<file path="src/rtl/res_dump_ctrl.sv">
// res_dump_ctrl: streams one layer's result buffer (conv1, conv2 or conv3) out
// element by element. For each flat index it drives res_sel_* to the
// result-test block, waits for the frame beat that carries that element,
// samples the probe byte one cycle later and hands it out on a valid/ready
// stream.
// Optional feature: define RES_DUMP_TIMEOUT_EN to add an ARM watchdog that
// raises err and ends the dump when no matching beat arrives in time.
//
// Handshake: dump_valid rises with dump_data/dump_idx/dump_layer already
// stable; all three hold until the cycle where dump_valid & dump_ready are
// both high. dump_valid never drops without that handshake, except on rst.
module res_dump_ctrl #(
  parameter int C1_LANES    = 40,
  parameter int C1_BEATS    = 64,
  parameter int C2_LEN      = 1152,
  parameter int C3_LANES    = 36,
  parameter int C3_BEATS    = 32,
  parameter int TIMEOUT_CYC = 65535
) (
  input  logic        clk,
  input  logic        rst,
  input  logic        start,
  input  logic [1:0]  layer_sel,
  input  logic        conv1_valid_o_rescaled,
  input  logic        conv2_valid_o_rescaled,
  input  logic        conv3_valid_o_rescaled,
  input  logic [7:0]  conv1_res_test,
  input  logic [7:0]  conv2_res_test,
  input  logic [7:0]  conv3_res_test,
  output logic [11:0] res_sel_1,
  output logic [10:0] res_sel_2,
  output logic [10:0] res_sel_3,
  output logic [7:0]  dump_data,
  output logic [11:0] dump_idx,
  output logic [1:0]  dump_layer,
  output logic        dump_valid,
  input  logic        dump_ready,
  output logic        busy,
  output logic        done,
  output logic        err,
  output logic [2:0]  dbg_state
);

  localparam int C1_CW    = $clog2(C1_BEATS);
  localparam int C3_CW    = $clog2(C3_BEATS);
  localparam int BEAT_W   = (C1_CW > C3_CW) ? C1_CW : C3_CW;
  localparam int LANE_MAX = (C1_LANES > C3_LANES) ? C1_LANES : C3_LANES;
  localparam int LANE_W   = $clog2(LANE_MAX);
  localparam int C1_LEN   = C1_LANES * C1_BEATS;
  localparam int C3_LEN   = C3_LANES * C3_BEATS;

  localparam logic [2:0] S_IDLE = 3'd0;
  localparam logic [2:0] S_ARM  = 3'd1;
  localparam logic [2:0] S_CAPT = 3'd2;
  localparam logic [2:0] S_SEND = 3'd3;
  localparam logic [2:0] S_NEXT = 3'd4;
  localparam logic [2:0] S_FIN  = 3'd5;

  logic [2:0]        r_state;
  logic [2:0]        w_state_nxt;
  logic [1:0]        r_layer;
  logic [11:0]       r_idx;
  logic [LANE_W-1:0] r_lane;
  logic [BEAT_W-1:0] r_beat;
  logic [C1_CW-1:0]  r_c1_cnt;
  logic [C3_CW-1:0]  r_c3_cnt;
  logic [11:0]       r_res_sel_1;
  logic [10:0]       r_res_sel_2;
  logic [10:0]       r_res_sel_3;
  logic [7:0]        r_dump_data;
  logic [11:0]       r_dump_idx;
  logic [1:0]        r_dump_layer;
  logic              r_dump_valid;

  logic              w_accept;
  logic              w_hit;
  logic              w_last;
  logic              w_lane_wrap;
  logic              w_tmo;
  logic [11:0]       w_len_m1;
  logic [LANE_W-1:0] w_lane_last;
  logic [11:0]       w_idx_inc;
  logic [7:0]        w_probe;

  assign w_accept  = (r_state == S_IDLE) && start && (layer_sel != 2'd0);
  assign w_idx_inc = r_idx + 12'd1;
  assign w_last    = (r_idx == w_len_m1);
  assign w_lane_wrap = (r_lane == w_lane_last);

  // Per-layer constants and the "this beat carries our element" qualifier
  always_comb begin
    w_hit       = 1'b0;
    w_len_m1    = 12'(C3_LEN - 1);
    w_lane_last = LANE_W'(C3_LANES - 1);
    w_probe     = conv3_res_test;
    case (r_layer)
      2'd1: begin
        w_hit       = conv1_valid_o_rescaled && (r_c1_cnt == r_beat[C1_CW-1:0]);
        w_len_m1    = 12'(C1_LEN - 1);
        w_lane_last = LANE_W'(C1_LANES - 1);
        w_probe     = conv1_res_test;
      end
      2'd2: begin
        w_hit    = conv2_valid_o_rescaled;
        w_len_m1 = 12'(C2_LEN - 1);
        w_probe  = conv2_res_test;
      end
      2'd3: begin
        w_hit = conv3_valid_o_rescaled && (r_c3_cnt == r_beat[C3_CW-1:0]);
      end
      default: begin
        w_hit = 1'b0;
      end
    endcase
  end

  // Next-state decode for the dump sequencer
  always_comb begin
    w_state_nxt = r_state;
    case (r_state)
      S_IDLE: if (w_accept) w_state_nxt = S_ARM;
      S_ARM: begin
        if (w_hit)      w_state_nxt = S_CAPT;
        else if (w_tmo) w_state_nxt = S_FIN;
      end
      S_CAPT: w_state_nxt = S_SEND;
      S_SEND: if (dump_ready) w_state_nxt = S_NEXT;
      S_NEXT: w_state_nxt = w_last ? S_FIN : S_ARM;
      S_FIN:  w_state_nxt = S_IDLE;
      default: w_state_nxt = S_IDLE;
    endcase
  end

  // State register
  always_ff @(posedge clk or posedge rst) begin
    if (rst) r_state <= S_IDLE;
    else     r_state <= w_state_nxt;
  end

  // Free-running mirrors of the producers' beat position within a frame
  always_ff @(posedge clk or posedge rst) begin
    if (rst) begin
      r_c1_cnt <= '0;
      r_c3_cnt <= '0;
    end else begin
      if (conv1_valid_o_rescaled)
        r_c1_cnt <= (r_c1_cnt == C1_CW'(C1_BEATS - 1)) ? '0 : r_c1_cnt + C1_CW'(1);
      if (conv3_valid_o_rescaled)
        r_c3_cnt <= (r_c3_cnt == C3_CW'(C3_BEATS - 1)) ? '0 : r_c3_cnt + C3_CW'(1);
    end
  end

  // Element index walk (idx plus its beat/lane split) and res_sel drive
  always_ff @(posedge clk or posedge rst) begin
    if (rst) begin
      r_layer     <= 2'd0;
      r_idx       <= 12'd0;
      r_lane      <= '0;
      r_beat      <= '0;
      r_res_sel_1 <= 12'd0;
      r_res_sel_2 <= 11'd0;
      r_res_sel_3 <= 11'd0;
    end else if (w_accept) begin
      r_layer     <= layer_sel;
      r_idx       <= 12'd0;
      r_lane      <= '0;
      r_beat      <= '0;
      r_res_sel_1 <= 12'd0;
      r_res_sel_2 <= 11'd0;
      r_res_sel_3 <= 11'd0;
    end else if ((r_state == S_NEXT) && !w_last) begin
      r_idx <= w_idx_inc;
      // conv2 delivers every element in every beat, so its split is unused
      if (r_layer != 2'd2) begin
        if (w_lane_wrap) begin
          r_lane <= '0;
          r_beat <= r_beat + BEAT_W'(1);
        end else begin
          r_lane <= r_lane + LANE_W'(1);
        end
      end
      case (r_layer)
        2'd1:    r_res_sel_1 <= w_idx_inc;
        2'd2:    r_res_sel_2 <= w_idx_inc[10:0];
        default: r_res_sel_3 <= w_idx_inc[10:0];
      endcase
    end
  end

  // Output stream register: loaded at the end of CAPT, released on handshake
  always_ff @(posedge clk or posedge rst) begin
    if (rst) begin
      r_dump_data  <= 8'd0;
      r_dump_idx   <= 12'd0;
      r_dump_layer <= 2'd0;
      r_dump_valid <= 1'b0;
    end else if (r_state == S_CAPT) begin
      r_dump_data  <= w_probe;
      r_dump_idx   <= r_idx;
      r_dump_layer <= r_layer;
      r_dump_valid <= 1'b1;
    end else if ((r_state == S_SEND) && dump_ready) begin
      r_dump_valid <= 1'b0;
    end
  end

`ifdef RES_DUMP_TIMEOUT_EN
  localparam int TMO_W = $clog2(TIMEOUT_CYC + 1);
  logic [TMO_W-1:0] r_tmo_cnt;
  logic             r_err;

  assign w_tmo = (r_state == S_ARM) && (r_tmo_cnt == TMO_W'(TIMEOUT_CYC - 1));
  assign err   = r_err;

  // Watchdog: counts cycles spent in the current ARM visit
  always_ff @(posedge clk or posedge rst) begin
    if (rst)                    r_tmo_cnt <= '0;
    else if (r_state != S_ARM)  r_tmo_cnt <= '0;
    else                        r_tmo_cnt <= r_tmo_cnt + TMO_W'(1);
  end

  // Sticky error flag, cleared only by the next accepted start
  always_ff @(posedge clk or posedge rst) begin
    if (rst)                    r_err <= 1'b0;
    else if (w_accept)          r_err <= 1'b0;
    else if (w_tmo && !w_hit)   r_err <= 1'b1;
  end
`else
  assign w_tmo = 1'b0;
  assign err   = 1'b0;
`endif

  assign res_sel_1  = r_res_sel_1;
  assign res_sel_2  = r_res_sel_2;
  assign res_sel_3  = r_res_sel_3;
  assign dump_data  = r_dump_data;
  assign dump_idx   = r_dump_idx;
  assign dump_layer = r_dump_layer;
  assign dump_valid = r_dump_valid;
  assign busy       = (r_state != S_IDLE);
  assign done       = (r_state == S_FIN);
  assign dbg_state  = r_state;

endmodule
</file>
<file path="config.mk">
export PLATFORM = sky130hd
export DESIGN_NAME = res_dump_ctrl
export DESIGN_NICKNAME = d
export VERILOG_FILES = /design/src/rtl/res_dump_ctrl.sv
export SDC_FILE = /design/constraint.sdc
export NUM_CORES = 1
export LEC_CHECK = 0
export CAP_MARGIN = 20
export CORE_MARGIN = 8
export CORE_UTILIZATION = 50
export CTS_CLUSTER_DIAMETER = 150
export CTS_CLUSTER_SIZE = 28
export DETAILED_ROUTE_END_ITERATION = 7
export GPL_TIMING_DRIVEN = 0
export PLACE_DENSITY = 0.78
export SYNTH_ARGS = -nofsm -noshare
export SYNTH_HDL_FRONTEND = slang
export SYNTH_SLANG_ARGS = --single-unit
</file>
<file path="constraint.sdc">
create_clock -name clk -period 3.5 [get_ports clk]
set_input_delay 0.7 -clock clk [delete_from_list [all_inputs] [get_ports clk]]
set_output_delay 0.7 -clock clk [all_outputs]
set_load 0.05 [all_outputs]
</file>
==> flow_results.org <==
** Status
- The flow ran to the end, and the final reports show no timing, DRC or antenna violations.

** Global route
- Wire length of the first global-routing pass :: 21300 um
- Maximum number of pins on one net before global-route repair :: 67
- Vias in the first global route :: 4101
- The total overflow left after global routing is 0.
- Total global routing track utilization :: 20.6%
- Antenna violations before repair :: 0

** STA
- The number of endpoints with negative hold slack in the final report is 0.
- FMAX :: 347 MHz
- Setup ws final :: 0.615 ns
- The count of pins over their slew limit is 0.
- Part of the cycle the worst path needs :: 82.4%
- Final clock skew :: 0.0103 ns
- Worst hold slack :: 0.482 ns
- Final number of setup-violating endpoints :: 0
- Setup repair after global routing left no endpoint under its margin.
- Actual slew at the worst max-slew pin :: 0.631 ns
- Period minus WS final :: 2.89 ns
- Worst slew margin relative to its limit :: 57.7%

** Logic synthesis
- Yosys synthesis warning count :: 0
- Synthesis produced a netlist with a net count of 531.
- Combinational family with the most area after synthesis :: simple AND/OR/NAND/NOR gates
- After Yosys synthesis, XOR and XNOR cells account for 5.73% of the synthesized area.
- Adder and majority cell fraction of the synthesized area :: 2.56%
- Sequential elements use 49.6% of the synthesized area.
- Proportion of synthesized area in mux cells :: 3.84%
- Dividing the synthesized area by the synthesized cell count gives 10.0 um2.
- Post-synthesis async set-or-reset flop share :: 100%
- The synthesized netlist devotes 16.7% of its cell area to compound gates.
- Post-synth EDFFs :: 0
- Synthesized area :: 4890 um2
- Simple logic cell fraction of the synthesized area :: 17.4%
- Yosys reg bits :: 97
- In the synthesized netlist, the number of instances is 488.
- In this run, distinct cell masters in the synthesized netlist total 58.
- Top flip-flop cell by instance count after synthesis :: sky130_fd_sc_hd__dfrtp_1

** Cells and area
- For this run, the number of standard cells in the final layout without fillers is 731.
- From synthesis to final layout, the design area changed by 27.9%.
- Antenna Diode Count :: 0
- At the end of the flow, the number of nets in the layout was 636.
- Fill cells in the final layout number 799.
- The post-route netlist has 12.5% of its cells at a drive strength greater than 1.
- Commonest non-fill, non-tap cell in the layout :: sky130_fd_sc_hd__dfrtp_1
- Top library cells by usage in the layout, fill and taps aside :: sky130_fd_sc_hd__dfrtp_1, sky130_fd_sc_hd__clkdlybuf4s50_1, sky130_fd_sc_hd__nand2_1

** Drt
- Length of the first detailed-routing pass in iterations :: 7
- Post-Route WL :: 13500 um
- The routed layout has 4253 vias.
- Dividing the detail-routed via count by the number of cells gives 5.82.
- The detail route stage leaves a number of antenna-violating nets equal to 0.
- DRC violations left :: 0
- Initial DRC count :: 387
- DR WL/cell :: 18.5 um

** Place
- After detailed placement, the design holds a cell count of 715.
- IO buf count :: 93
- Timing analysis after detailed placement gives a worst setup slack of 0.833 ns.
- Final weighted congestion of routability-driven global placement :: 0.876
- Detailed placement HPWL :: 9910 um

** Floorplanning
- Once the floorplan was initialized, standard cells occupied 50.8% of the core.
- The floorplan step defined a die boundary enclosing 13200 um2.
- From left edge to right edge, the die measures 115 um.
- The floorplan step defined a core boundary enclosing 9640 um2.
- The floorplan has 36 rows.
- For this design the top-level I/O count stands at 96.
- Vertical die dimension :: 115 um

** Clock network
- Clock root buffer :: sky130_fd_sc_hd__clkbuf_8
- For this design, the sink count on the clock tree is 97.
- Counting along the longest clock path gives a buffer depth of 2.
- PostCTS Resize Cnt :: 0
- Clock transition at path regs :: 0.09 ns
- After clock tree synthesis, the setup repair step added 0 buffers.
- CTS Buf Count :: 9
- Clock tree from TritonCTS :: built
- Quantity of hold-fixing buffers added after cts :: 0
- Insertion delay to the later sink of the worst-skew pair :: 0.38 ns
- The clock tree synthesis step divided the H-tree into 3 levels.

** Setup path
- Crit-path leading delay family :: buffers and inverters
- Data arrives at the worst endpoint at 2.19 ns.
- STA classifies the critical path startpoint as a flip-flop.
- Data on the critical path is required at its endpoint by 2.80 ns.
- In this run the worst path has a maximum fanout of 10.
- Chain of cells forming the critical path :: buf_2, nor3_1, inv_1, clkdlybuf4s50_1
- Worst Setup SP :: dbg_state[1]
- Crit path kind :: flip-flop to primary output
- The slowest stage of the critical path belongs to the cell sky130_fd_sc_hd__clkdlybuf4s50_1.
- FF-to-FF Start :: r_layer[1]
- Counting both buffers and inverters, the worst setup path holds a total of 3.
- STA classifies the critical path endpoint as a primary output.
- Crit-path max cell delay :: 0.73 ns

** Power
- Summed over all cells, the static leakage comes to 2.67 nW.
- Maximum vdd drop :: 0.000418 V
- For this design the ratio of total power to cell area is 825 nW/um2.
- Summing internal, switching and leakage power gives 5.16 mW.

** Hold path
- The tightest min-delay check is of the flip-flop to flip-flop type.
- In this run the most critical hold path is launched from dump_layer[0].

** Job
- Max-cap violation count :: 0
[synthesized netlist by cell type (3+ instances only)]
cell | n | area [um2]
sky130_fd_sc_hd__o21ai_0 | 56 | 280
sky130_fd_sc_hd__and3_1 | 5 | 31.3
sky130_fd_sc_hd__ha_1 | 10 | 125
sky130_fd_sc_hd__buf_2 | 8 | 40.0
sky130_fd_sc_hd__inv_1 | 9 | 33.8
sky130_fd_sc_hd__o21ai_2 | 11 | 96.3
sky130_fd_sc_hd__nand2_1 | 66 | 248
sky130_fd_sc_hd__mux2_2 | 14 | 158
sky130_fd_sc_hd__a22oi_1 | 8 | 60.1
sky130_fd_sc_hd__xnor2_1 | 19 | 166
sky130_fd_sc_hd__xor2_1 | 13 | 114
sky130_fd_sc_hd__o31ai_1 | 4 | 30.0
sky130_fd_sc_hd__buf_6 | 3 | 33.8
sky130_fd_sc_hd__dfrtp_1 | 97 | 2430
sky130_fd_sc_hd__buf_4 | 4 | 30.0
sky130_fd_sc_hd__nor2_1 | 20 | 75.1
sky130_fd_sc_hd__clkbuf_1 | 17 | 63.8
sky130_fd_sc_hd__mux2i_1 | 3 | 30.0
sky130_fd_sc_hd__nand2b_1 | 3 | 18.8
sky130_fd_sc_hd__nand3_1 | 42 | 210
sky130_fd_sc_hd__a211oi_1 | 5 | 37.5
sky130_fd_sc_hd__nand3_2 | 3 | 30.0
sky130_fd_sc_hd__nand4_1 | 8 | 50.1
sky130_fd_sc_hd__a21oi_1 | 9 | 45.0
sky130_fd_sc_hd__nor4_1 | 5 | 31.3
sky130_fd_sc_hd__o211ai_1 | 4 | 30.0
sky130_fd_sc_hd__nor3_1 | 4 | 20.0
[state kept, by name, indices dropped and copies added (netlist names)]
name        flops
dump_data       8
res_sel_3      11
dump_valid      1
dump_idx       12
r_lane          6
r_idx          12
r_beat          6
dump_layer      2
dbg_state       3
r_layer         2
res_sel_1      12
r_c3_cnt        5
r_c1_cnt        6
res_sel_2      11
[metal layers]
metal	share of wire (%)	vias to the layer above	GRT usage (%)
met4	2.1	0	8.84
met2	47	188	32.7
met3	7.9	29	3.99
met1	43	2087	26.8
li1	-	1949	-
met5	0	-	0
[report_power, final]
group	total [mW]	switching, mW	internal (mW)	leakage [nW]
clock network	0.875	0.401	0.474	0.120
registers	1.74	0.287	1.46	1.30
logic	2.55	1.69	0.861	1.26
total	5.16	2.37	2.79	2.67
[cells by family after synthesis]
group | Yosys count
AOI/OAI and AO/OA | 119
xor gates and xnor gates | 32
adders and majority gates | 10
buffers and inverters | 41
DFF | 97
muxes | 17
other | 1
and+or+nand+nor | 171
[worst reg2reg max path: stages (launching register included)]
cell,delay [ns]
sky130_fd_sc_hd__dfrtp_1,0.42
sky130_fd_sc_hd__inv_1,0.11
sky130_fd_sc_hd__ha_1,0.14
sky130_fd_sc_hd__buf_2,0.28
sky130_fd_sc_hd__xnor2_1,0.23
sky130_fd_sc_hd__nand2_1,0.27
sky130_fd_sc_hd__a211oi_1,0.50
sky130_fd_sc_hd__xnor2_1,0.19
sky130_fd_sc_hd__nor2_1,0.06
[through the flow]
| stage | TNS, ns | util, % | instance area, um2 |
|---|---|---|---|
| floorplan | 0 | - | 4890 |
| detailed placement | 0 | 62.5 | 6020 |
| global route | 0 | 65.0 | 6260 |
| global placement | -112.63 | 62.1 | 5990 |
| CTS | 0 | 65.0 | 6260 |
| finish | 0 | 65.0 | 6260 |
[final timing paths]
path / cells after the start / slack [ns] / end
min in group asynchronous: 2 / 0.66 / dump_data[4]
max: 4 / 0.61 / busy
max reg2reg: 8 / 1.17 / r_beat[0]
min: 2 / 0.48 / dump_layer[0]
max in group asynchronous: 3 / 2.15 / res_sel_1[5]
min reg2reg: 2 / 0.48 / dump_layer[0]
[final cells by class]
class / count / area [um2] / area share (%)
flip-flops and latches: 97 / 2430 / 38.8
repair buffers: 94 / 958 / 15.3
clock buffers: 9 / 124 / 1.98
plain buffers: 32 / 168 / 2.68
well taps: 133 / 166 / 2.66
clock inverters: 7 / 116 / 1.86
inverters: 9 / 36.3 / 0.580
multi-input cells: 350 / 2260 / 36.2
(Power assumes the default switching activity.)
